--- config.mk ---
export PLATFORM = sky130hd
export DESIGN_NAME = rect_fill_arbiter_flat
export DESIGN_NICKNAME = d
export VERILOG_FILES = /design/src/rtl/rect_fill_arbiter_if.sv /design/src/rtl/rect_fill_arbiter.sv /design/src/flat_wrapper.sv
export SDC_FILE = /design/constraint.sdc
export NUM_CORES = 1
export LEC_CHECK = 0
export BUFFER_PORTS_ARGS = -buffer_cell sky130_fd_sc_hd__buf_2
export CORE_MARGIN = 3
export CORE_UTILIZATION = 48
export DETAILED_ROUTE_END_ITERATION = 16
export PLACE_DENSITY = 0.77
export SETUP_SLACK_MARGIN = 0.2
export SLEW_MARGIN = 20
export SYNTH_ARGS = -nofsm -noshare
export SYNTH_HDL_FRONTEND = slang
export SYNTH_SLANG_ARGS = --single-unit
--- constraint.sdc ---
create_clock -name CLOCK_50 -period 2.4 [get_ports CLOCK_50]
set_clock_uncertainty 0.2 [all_clocks]
set_input_delay 0.12 -clock CLOCK_50 [delete_from_list [all_inputs] [get_ports CLOCK_50]]
set_output_delay 0.12 -clock CLOCK_50 [all_outputs]
set_load 0.005 [all_outputs]
--- src/rtl/rect_fill_arbiter_if.sv ---
// Pixel-fill job bus between the two drawing requesters, the arbiter and the VGA adapter.
// master = game-logic side (requesters and observers); slave = rect_fill_arbiter.
interface rect_fill_arbiter_if #(
    parameter int unsigned COLOUR_BITS = 3
);
    logic                   req0;
    logic                   req1;
    logic [7:0]             x0_in;
    logic [7:0]             x1_in;
    logic [6:0]             y0_in;
    logic [6:0]             y1_in;
    logic [7:0]             w0_in;
    logic [7:0]             w1_in;
    logic [6:0]             h0_in;
    logic [6:0]             h1_in;
    logic [COLOUR_BITS-1:0] c0_in;
    logic [COLOUR_BITS-1:0] c1_in;
    logic                   ack0;
    logic                   ack1;
    logic                   done0;
    logic                   done1;
    logic [7:0]             vga_x;
    logic [6:0]             vga_y;
    logic [COLOUR_BITS-1:0] vga_colour;
    logic                   vga_plot;
    logic                   busy;
    logic                   grant_id;

    modport master (
        output req0, req1, x0_in, x1_in, y0_in, y1_in, w0_in, w1_in, h0_in, h1_in, c0_in, c1_in,
        input  ack0, ack1, done0, done1, vga_x, vga_y, vga_colour, vga_plot, busy, grant_id
    );

    modport slave (
        input  req0, req1, x0_in, x1_in, y0_in, y1_in, w0_in, w1_in, h0_in, h1_in, c0_in, c1_in,
        output ack0, ack1, done0, done1, vga_x, vga_y, vga_colour, vga_plot, busy, grant_id
    );
endinterface

--- src/rtl/rect_fill_arbiter.sv ---
// Round-robin arbiter that raster-fills one granted rectangle per job into the VGA adapter.
// Define RECT_FILL_ARBITER_CLIP_EN to suppress plotting of off-screen pixels.
module rect_fill_arbiter #(
    parameter int unsigned SCREEN_W    = 160,
    parameter int unsigned SCREEN_H    = 120,
    parameter int unsigned COLOUR_BITS = 3
) (
    input logic               CLOCK_50,
    input logic               reset,
    rect_fill_arbiter_if.slave bus
);

`ifdef RECT_FILL_ARBITER_CLIP_EN
    localparam bit ClipEn = 1'b1;
`else
    localparam bit ClipEn = 1'b0;
`endif

    typedef enum logic [1:0] {StIdle, StDraw, StDone} state_t;

    state_t                 state_q, state_d;
    logic [7:0]             x_q, x_d, w_q, w_d, cx_q, cx_d;
    logic [6:0]             y_q, y_d, h_q, h_d, cy_q, cy_d;
    logic [COLOUR_BITS-1:0] colour_q, colour_d;
    logic                   grant_q, grant_d;
    logic                   last_q, last_d;
    logic                   ack0_q, ack0_d, ack1_q, ack1_d;
    logic                   win;
    logic [8:0]             sum_x;
    logic [7:0]             sum_y;
    logic                   on_screen;
    logic                   drawing;

    always_ff @(posedge CLOCK_50 or posedge reset) begin
        if (reset) begin
            state_q  <= StIdle;
            x_q      <= '0;
            y_q      <= '0;
            w_q      <= '0;
            h_q      <= '0;
            cx_q     <= '0;
            cy_q     <= '0;
            colour_q <= '0;
            grant_q  <= 1'b0;
            last_q   <= 1'b1;
            ack0_q   <= 1'b0;
            ack1_q   <= 1'b0;
        end else begin
            state_q  <= state_d;
            x_q      <= x_d;
            y_q      <= y_d;
            w_q      <= w_d;
            h_q      <= h_d;
            cx_q     <= cx_d;
            cy_q     <= cy_d;
            colour_q <= colour_d;
            grant_q  <= grant_d;
            last_q   <= last_d;
            ack0_q   <= ack0_d;
            ack1_q   <= ack1_d;
        end
    end

    always_comb begin
        state_d  = state_q;
        x_d      = x_q;
        y_d      = y_q;
        w_d      = w_q;
        h_d      = h_q;
        cx_d     = cx_q;
        cy_d     = cy_q;
        colour_d = colour_q;
        grant_d  = grant_q;
        last_d   = last_q;
        ack0_d   = 1'b0;
        ack1_d   = 1'b0;
        // On a tie the requester that did not win last time gets the job.
        win      = (bus.req0 && bus.req1) ? ~last_q : bus.req1;

        unique case (state_q)
            StIdle: begin
                if (bus.req0 || bus.req1) begin
                    x_d      = win ? bus.x1_in : bus.x0_in;
                    y_d      = win ? bus.y1_in : bus.y0_in;
                    w_d      = win ? bus.w1_in : bus.w0_in;
                    h_d      = win ? bus.h1_in : bus.h0_in;
                    colour_d = win ? bus.c1_in : bus.c0_in;
                    cx_d     = '0;
                    cy_d     = '0;
                    grant_d  = win;
                    last_d   = win;
                    ack0_d   = ~win;
                    ack1_d   = win;
                    state_d  = (w_d == 8'd0 || h_d == 7'd0) ? StDone : StDraw;
                end
            end
            StDraw: begin
                if (cx_q == w_q - 8'd1) begin
                    cx_d = '0;
                    if (cy_q == h_q - 7'd1) begin
                        state_d = StDone;
                    end else begin
                        cy_d = cy_q + 7'd1;
                    end
                end else begin
                    cx_d = cx_q + 8'd1;
                end
            end
            StDone:  state_d = StIdle;
            default: state_d = StIdle;
        endcase
    end

    always_comb begin
        sum_x     = {1'b0, x_q} + {1'b0, cx_q};
        sum_y     = {1'b0, y_q} + {1'b0, cy_q};
        on_screen = (sum_x < 9'(SCREEN_W)) && (sum_y < 8'(SCREEN_H));
        drawing   = (state_q == StDraw);

        bus.vga_x      = drawing ? sum_x[7:0] : 8'd0;
        bus.vga_y      = drawing ? sum_y[6:0] : 7'd0;
        bus.vga_colour = drawing ? colour_q : '0;
        bus.vga_plot   = drawing && (!ClipEn || on_screen);
        bus.ack0       = ack0_q;
        bus.ack1       = ack1_q;
        bus.done0      = (state_q == StDone) && !grant_q;
        bus.done1      = (state_q == StDone) && grant_q;
        bus.busy       = (state_q != StIdle);
        bus.grant_id   = grant_q;
    end

endmodule
--- src/flat_wrapper.sv ---
// flat-port wrapper written by rule: the top's interface ports become plain ports
module rect_fill_arbiter_flat 
#(
    parameter int unsigned SCREEN_W    = 160,
    parameter int unsigned SCREEN_H    = 120,
    parameter int unsigned COLOUR_BITS = 3
)
  (CLOCK_50, reset, bus_req0, bus_req1, bus_x0_in, bus_x1_in, bus_y0_in, bus_y1_in, bus_w0_in, bus_w1_in, bus_h0_in, bus_h1_in, bus_c0_in, bus_c1_in, bus_ack0, bus_ack1, bus_done0, bus_done1, bus_vga_x, bus_vga_y, bus_vga_colour, bus_vga_plot, bus_busy, bus_grant_id);
  rect_fill_arbiter_if #(.COLOUR_BITS(COLOUR_BITS)) bus_i ();
  input logic CLOCK_50;
  input logic reset;
  input wire logic [$bits(bus_i.req0)-1:0] bus_req0;
  input wire logic [$bits(bus_i.req1)-1:0] bus_req1;
  input wire logic [$bits(bus_i.x0_in)-1:0] bus_x0_in;
  input wire logic [$bits(bus_i.x1_in)-1:0] bus_x1_in;
  input wire logic [$bits(bus_i.y0_in)-1:0] bus_y0_in;
  input wire logic [$bits(bus_i.y1_in)-1:0] bus_y1_in;
  input wire logic [$bits(bus_i.w0_in)-1:0] bus_w0_in;
  input wire logic [$bits(bus_i.w1_in)-1:0] bus_w1_in;
  input wire logic [$bits(bus_i.h0_in)-1:0] bus_h0_in;
  input wire logic [$bits(bus_i.h1_in)-1:0] bus_h1_in;
  input wire logic [$bits(bus_i.c0_in)-1:0] bus_c0_in;
  input wire logic [$bits(bus_i.c1_in)-1:0] bus_c1_in;
  output wire logic [$bits(bus_i.ack0)-1:0] bus_ack0;
  output wire logic [$bits(bus_i.ack1)-1:0] bus_ack1;
  output wire logic [$bits(bus_i.done0)-1:0] bus_done0;
  output wire logic [$bits(bus_i.done1)-1:0] bus_done1;
  output wire logic [$bits(bus_i.vga_x)-1:0] bus_vga_x;
  output wire logic [$bits(bus_i.vga_y)-1:0] bus_vga_y;
  output wire logic [$bits(bus_i.vga_colour)-1:0] bus_vga_colour;
  output wire logic [$bits(bus_i.vga_plot)-1:0] bus_vga_plot;
  output wire logic [$bits(bus_i.busy)-1:0] bus_busy;
  output wire logic [$bits(bus_i.grant_id)-1:0] bus_grant_id;
  assign bus_i.req0 = bus_req0;
  assign bus_i.req1 = bus_req1;
  assign bus_i.x0_in = bus_x0_in;
  assign bus_i.x1_in = bus_x1_in;
  assign bus_i.y0_in = bus_y0_in;
  assign bus_i.y1_in = bus_y1_in;
  assign bus_i.w0_in = bus_w0_in;
  assign bus_i.w1_in = bus_w1_in;
  assign bus_i.h0_in = bus_h0_in;
  assign bus_i.h1_in = bus_h1_in;
  assign bus_i.c0_in = bus_c0_in;
  assign bus_i.c1_in = bus_c1_in;
  assign bus_ack0 = bus_i.ack0;
  assign bus_ack1 = bus_i.ack1;
  assign bus_done0 = bus_i.done0;
  assign bus_done1 = bus_i.done1;
  assign bus_vga_x = bus_i.vga_x;
  assign bus_vga_y = bus_i.vga_y;
  assign bus_vga_colour = bus_i.vga_colour;
  assign bus_vga_plot = bus_i.vga_plot;
  assign bus_busy = bus_i.busy;
  assign bus_grant_id = bus_i.grant_id;
  rect_fill_arbiter #(.SCREEN_W(SCREEN_W), .SCREEN_H(SCREEN_H), .COLOUR_BITS(COLOUR_BITS)) u_core (.CLOCK_50(CLOCK_50), .reset(reset), .bus(bus_i));
endmodule
==> flow_metrics.py <==
metrics = {
    "finish": {
        "fill_cells": 432,
        "final_cells": 702,
        "final_util_pct": 76.4,
        "antenna_cells": 0,
        "final-seq-area_mm2": 0.00135,
        "multi_input_area_mm2": 0.00234,
        "final_layout_size_suffix_gt1_share_pct": 33.5,
        "nNetsFinal": 691,
        "syn_to_final_growth_pct": 53.9,
    },
    "power": {
        "ir_drop_mv": 0.629,
        "p_int_uw": 3610,
        "power.switching_uw": 2950,
        "p_clk_share_pct": 8.4,
        "power.density_mw_per_mm2": 1180,
        "seqPwrFrac_pct": 25.7,
        "p_comb_share_pct": 65.9,
        "switching_share_pct": 45.0,
        "p_leak_uw": 0.00267,
    },
    "place": {
        "placedCellCount": 606,
        "gp_congestion": 0.841,
        "post-place-ws_ns": -0.251,
        "io_buffers": 94,
        "hpwl_um": 7580,
    },
    "timing": {
        "hold_slack_ns": 0.161,
        "tightest_slew_ns": 0.731,
        "min_period_ns": 2.81,
        "rsz0062_at_grt": "yes",
        "setup_viol": 22,
        "timing.fmax_mhz": 356,
        "max_slew_margin_pct": 51.1,
        "maxSlewViolCount": 0,
        "finalHoldViolCount": 0,
        "period_share_pct": 117,
        "fin_ws_ns": -0.408,
    },
    "critical_path": {
        "start_kind": "flop",
        "cp_num_buf_inv": 1,
        "worstPathMaxFanout": 7,
        "cp_slowest_cell": "o41a_1",
        "critPathCaptureType": "flop",
        "cp_cell_sequence": "inv_1 > ha_4 > nor3b_4 > nor3b_4 > xnor2_1 > o41a_1 > or3_4 > a22o_1",
        "cp.arrival_ns": 2.84,
        "crit_top_cell": "nor3b_4",
        "cpPeakStageDelay_ns": 0.60,
        "reg2reg_slack_ns": -0.41,
        "crit_type": "reg -> reg",
        "critical-path-top-delay-family": "simple AND/OR/NAND/NOR gates",
        "crit_required_ns": 2.43,
    },
    "synth": {
        "seq_area_frac_synth_pct": 37.4,
        "syn_area_mm2": 0.00362,
        "synth_nets": 484,
        "syn-instance-count": 395,
        "synth.cells.most_frequent": "dfrtp_1 (53), nand2_1 (42), o21ai_1 (35), nor2_1 (28), a22oi_1 (19)",
        "synth_top_area_share_pct": 36.6,
        "synthArstFlopShare_pct": 100,
        "yosys-top-cells-area": "dfrtp_1 (37%), ha_1 (5.9%), mux2i_1 (5.0%), o21ai_1 (4.8%), nand2_1 (4.4%)",
        "yosysWarnings": 0,
        "yosysTopAreaCell": "dfrtp_1",
        "synth_edf_count": 0,
        "ys_ff_latch": 54,
        "synth_cell_types": 59,
        "synth.most_common_cell": "dfrtp_1",
        "synth_ff_type": "dfrtp_1",
        "avgSynthCellArea_um2": 9.17,
    },
    "floorplanning": {
        "initial_utilization_pct": 49.7,
        "coreArea_mm2": 0.00729,
        "ios": 95,
        "die_y_um": 92.9,
        "rows": 31,
        "die_width_um": 92.9,
        "die_area_mm2": 0.00862,
    },
    "routing": {
        "routed_wl_um": 14700,
        "detail_route.wl_per_cell_um": 21.0,
        "antenna_left": 0,
        "route.detailed.drc": 0,
        "vias_per_cell": 6.22,
        "num_vias": 4365,
        "first_pass_iters": 8,
        "drt_iter0_markers": 406,
    },
    "grt": {
        "grt.overflow.total": 0,
        "track_usage_pct": 31.9,
        "antenna_found_initial": 0,
        "grt_pass1_vias": 4353,
        "grt_pass1_wl_um": 21600,
        "grt_max_degree": 34,
    },
    "clocking": {
        "cts-root-buf": "clkbuf_8",
        "cts_max_path_buffers": 2,
        "clk_pin_slew_worst_paths_ns": 0.11,
        "h-tree-depth": 2,
        "cts.sinks": 54,
        "cts_tree": "built",
        "cts_buffers": 5,
        "clk-insertion-delay-late_ns": 0.33,
    },
    "run_status": {
        "failed_checks": "negative setup slack",
        "status": "finished with violations",
    },
    "flow_run": {
        "cap_viol_max_count": 0,
    },
    "hold_path": {
        "hold_class": "in -> async",
    },
}
[logic make-up after synthesis]
family	after synthesis	share of synthesized area, %
buffers and inverters	32	4.04
AO/OA/AOI/OAI	100	18.0
adder cells (fa/ha/maj)	19	6.98
multiplexers	18	4.98
XOR/XNOR	36	9.23
flip-flops	54	37.4
AND/OR/NAND/NOR	136	19.4
[area by class of cell]
| cell class | count | area share, % |
|---|---|---|
| multi-input combinational | 309 | 42.0 |
| timing repair buffer | 218 | 28.9 |
| sequential | 54 | 24.3 |
| tap | 99 | 2.22 |
| clock buffer | 7 | 1.55 |
| inverter | 14 | 1.01 |
| clock inverter | 1 | 0.0898 |
[path summary, 6_finish.rpt]
path,from,endpoint,depth (start not counted)
max in group asynchronous,reset,u_core.w_q[0],4
hold / removal,reset,u_core.bus.ack1,3
setup reg to reg,u_core.w_q[0],u_core.cy_q[1],8
setup / recovery,u_core.w_q[0],u_core.cy_q[1],8
min in group CLOCK_50,bus_req1,u_core.x_q[3],4
hold reg to reg,u_core.colour_q[0],u_core.colour_q[0],2
[per-stage QoR]
step | setup TNS [ns] | area (um^2) | power [uW]
detailed placement | -2.01 | 4480 | 5090
finish | -6.19 | 5570 | 6570
CTS | -2.48 | 5400 | 5980
global route | -6.21 | 5570 | 6930
global placement | -0.637 | 4480 | 4920
floorplan | -0.155 | 3670 | 3820
[worst reg2reg max path, cell delays in order, from the launching register on]
cell     delay, ns
dfrtp_1       0.45
inv_1         0.13
ha_4          0.16
nor3b_4       0.24
nor3b_4       0.23
xnor2_1       0.12
o41a_1        0.60
or3_4         0.39
a22o_1        0.21
[power groups by stage]
stage               logic (uW)  clock network [uW]  registers (uW)
floorplan                 2200                   0            1620
global placement          3300                   0            1620
detailed placement        3440                   0            1640
CTS                       3820                 551            1610
global route              4630                 587            1710
finish                    4320                 554            1690
[metal layers]
metal	track usage, %	vias up	share of wire [%]
met5	0	-	0
met4	18.4	0	8.2
met3	7.15	135	10
met2	54.0	376	48
met1	37.0	2029	34
li1	-	1825	-
[layout by cell type, fill, tap and decap left out, drive strengths merged, types with 8 or more instances in the layout]
| cell type | count |
|---|---|
| xnor2 | 19 |
| xor2 | 17 |
| dfrtp | 53 |
| nor2 | 28 |
| nor4 | 9 |
| a21o | 8 |
| and2 | 8 |
| o21ai | 35 |
| inv | 13 |
| a21oi | 12 |
| nand2 | 42 |
| mux2i | 18 |
| ha | 17 |
| nor3 | 12 |
| a22oi | 19 |
| dlygate4sd3 | 67 |
| buf | 151 |
[sequential cells by signal, indices dropped and copies added, names as in the netlist, 2 cells and up]
| name | cells |
|---|---|
| u_core.colour_q | 3 |
| u_core.cx_q | 8 |
| u_core.cy_q | 7 |
| u_core.h_q | 7 |
| u_core.state_q | 2 |
| u_core.w_q | 8 |
| u_core.x_q | 8 |
| u_core.y_q | 7 |
[timing repair]
action / 4_1_cts / 5_1_grt
endpoints found under the setup margin: 24 / 31
gates resized for setup: 16 / 18
pin swaps: 26 / 10
endpoints found under the hold margin: 52 / 0
buffers inserted: 11 / 10
hold buffers: 67 / 0
(Power assumes the default switching activity.)
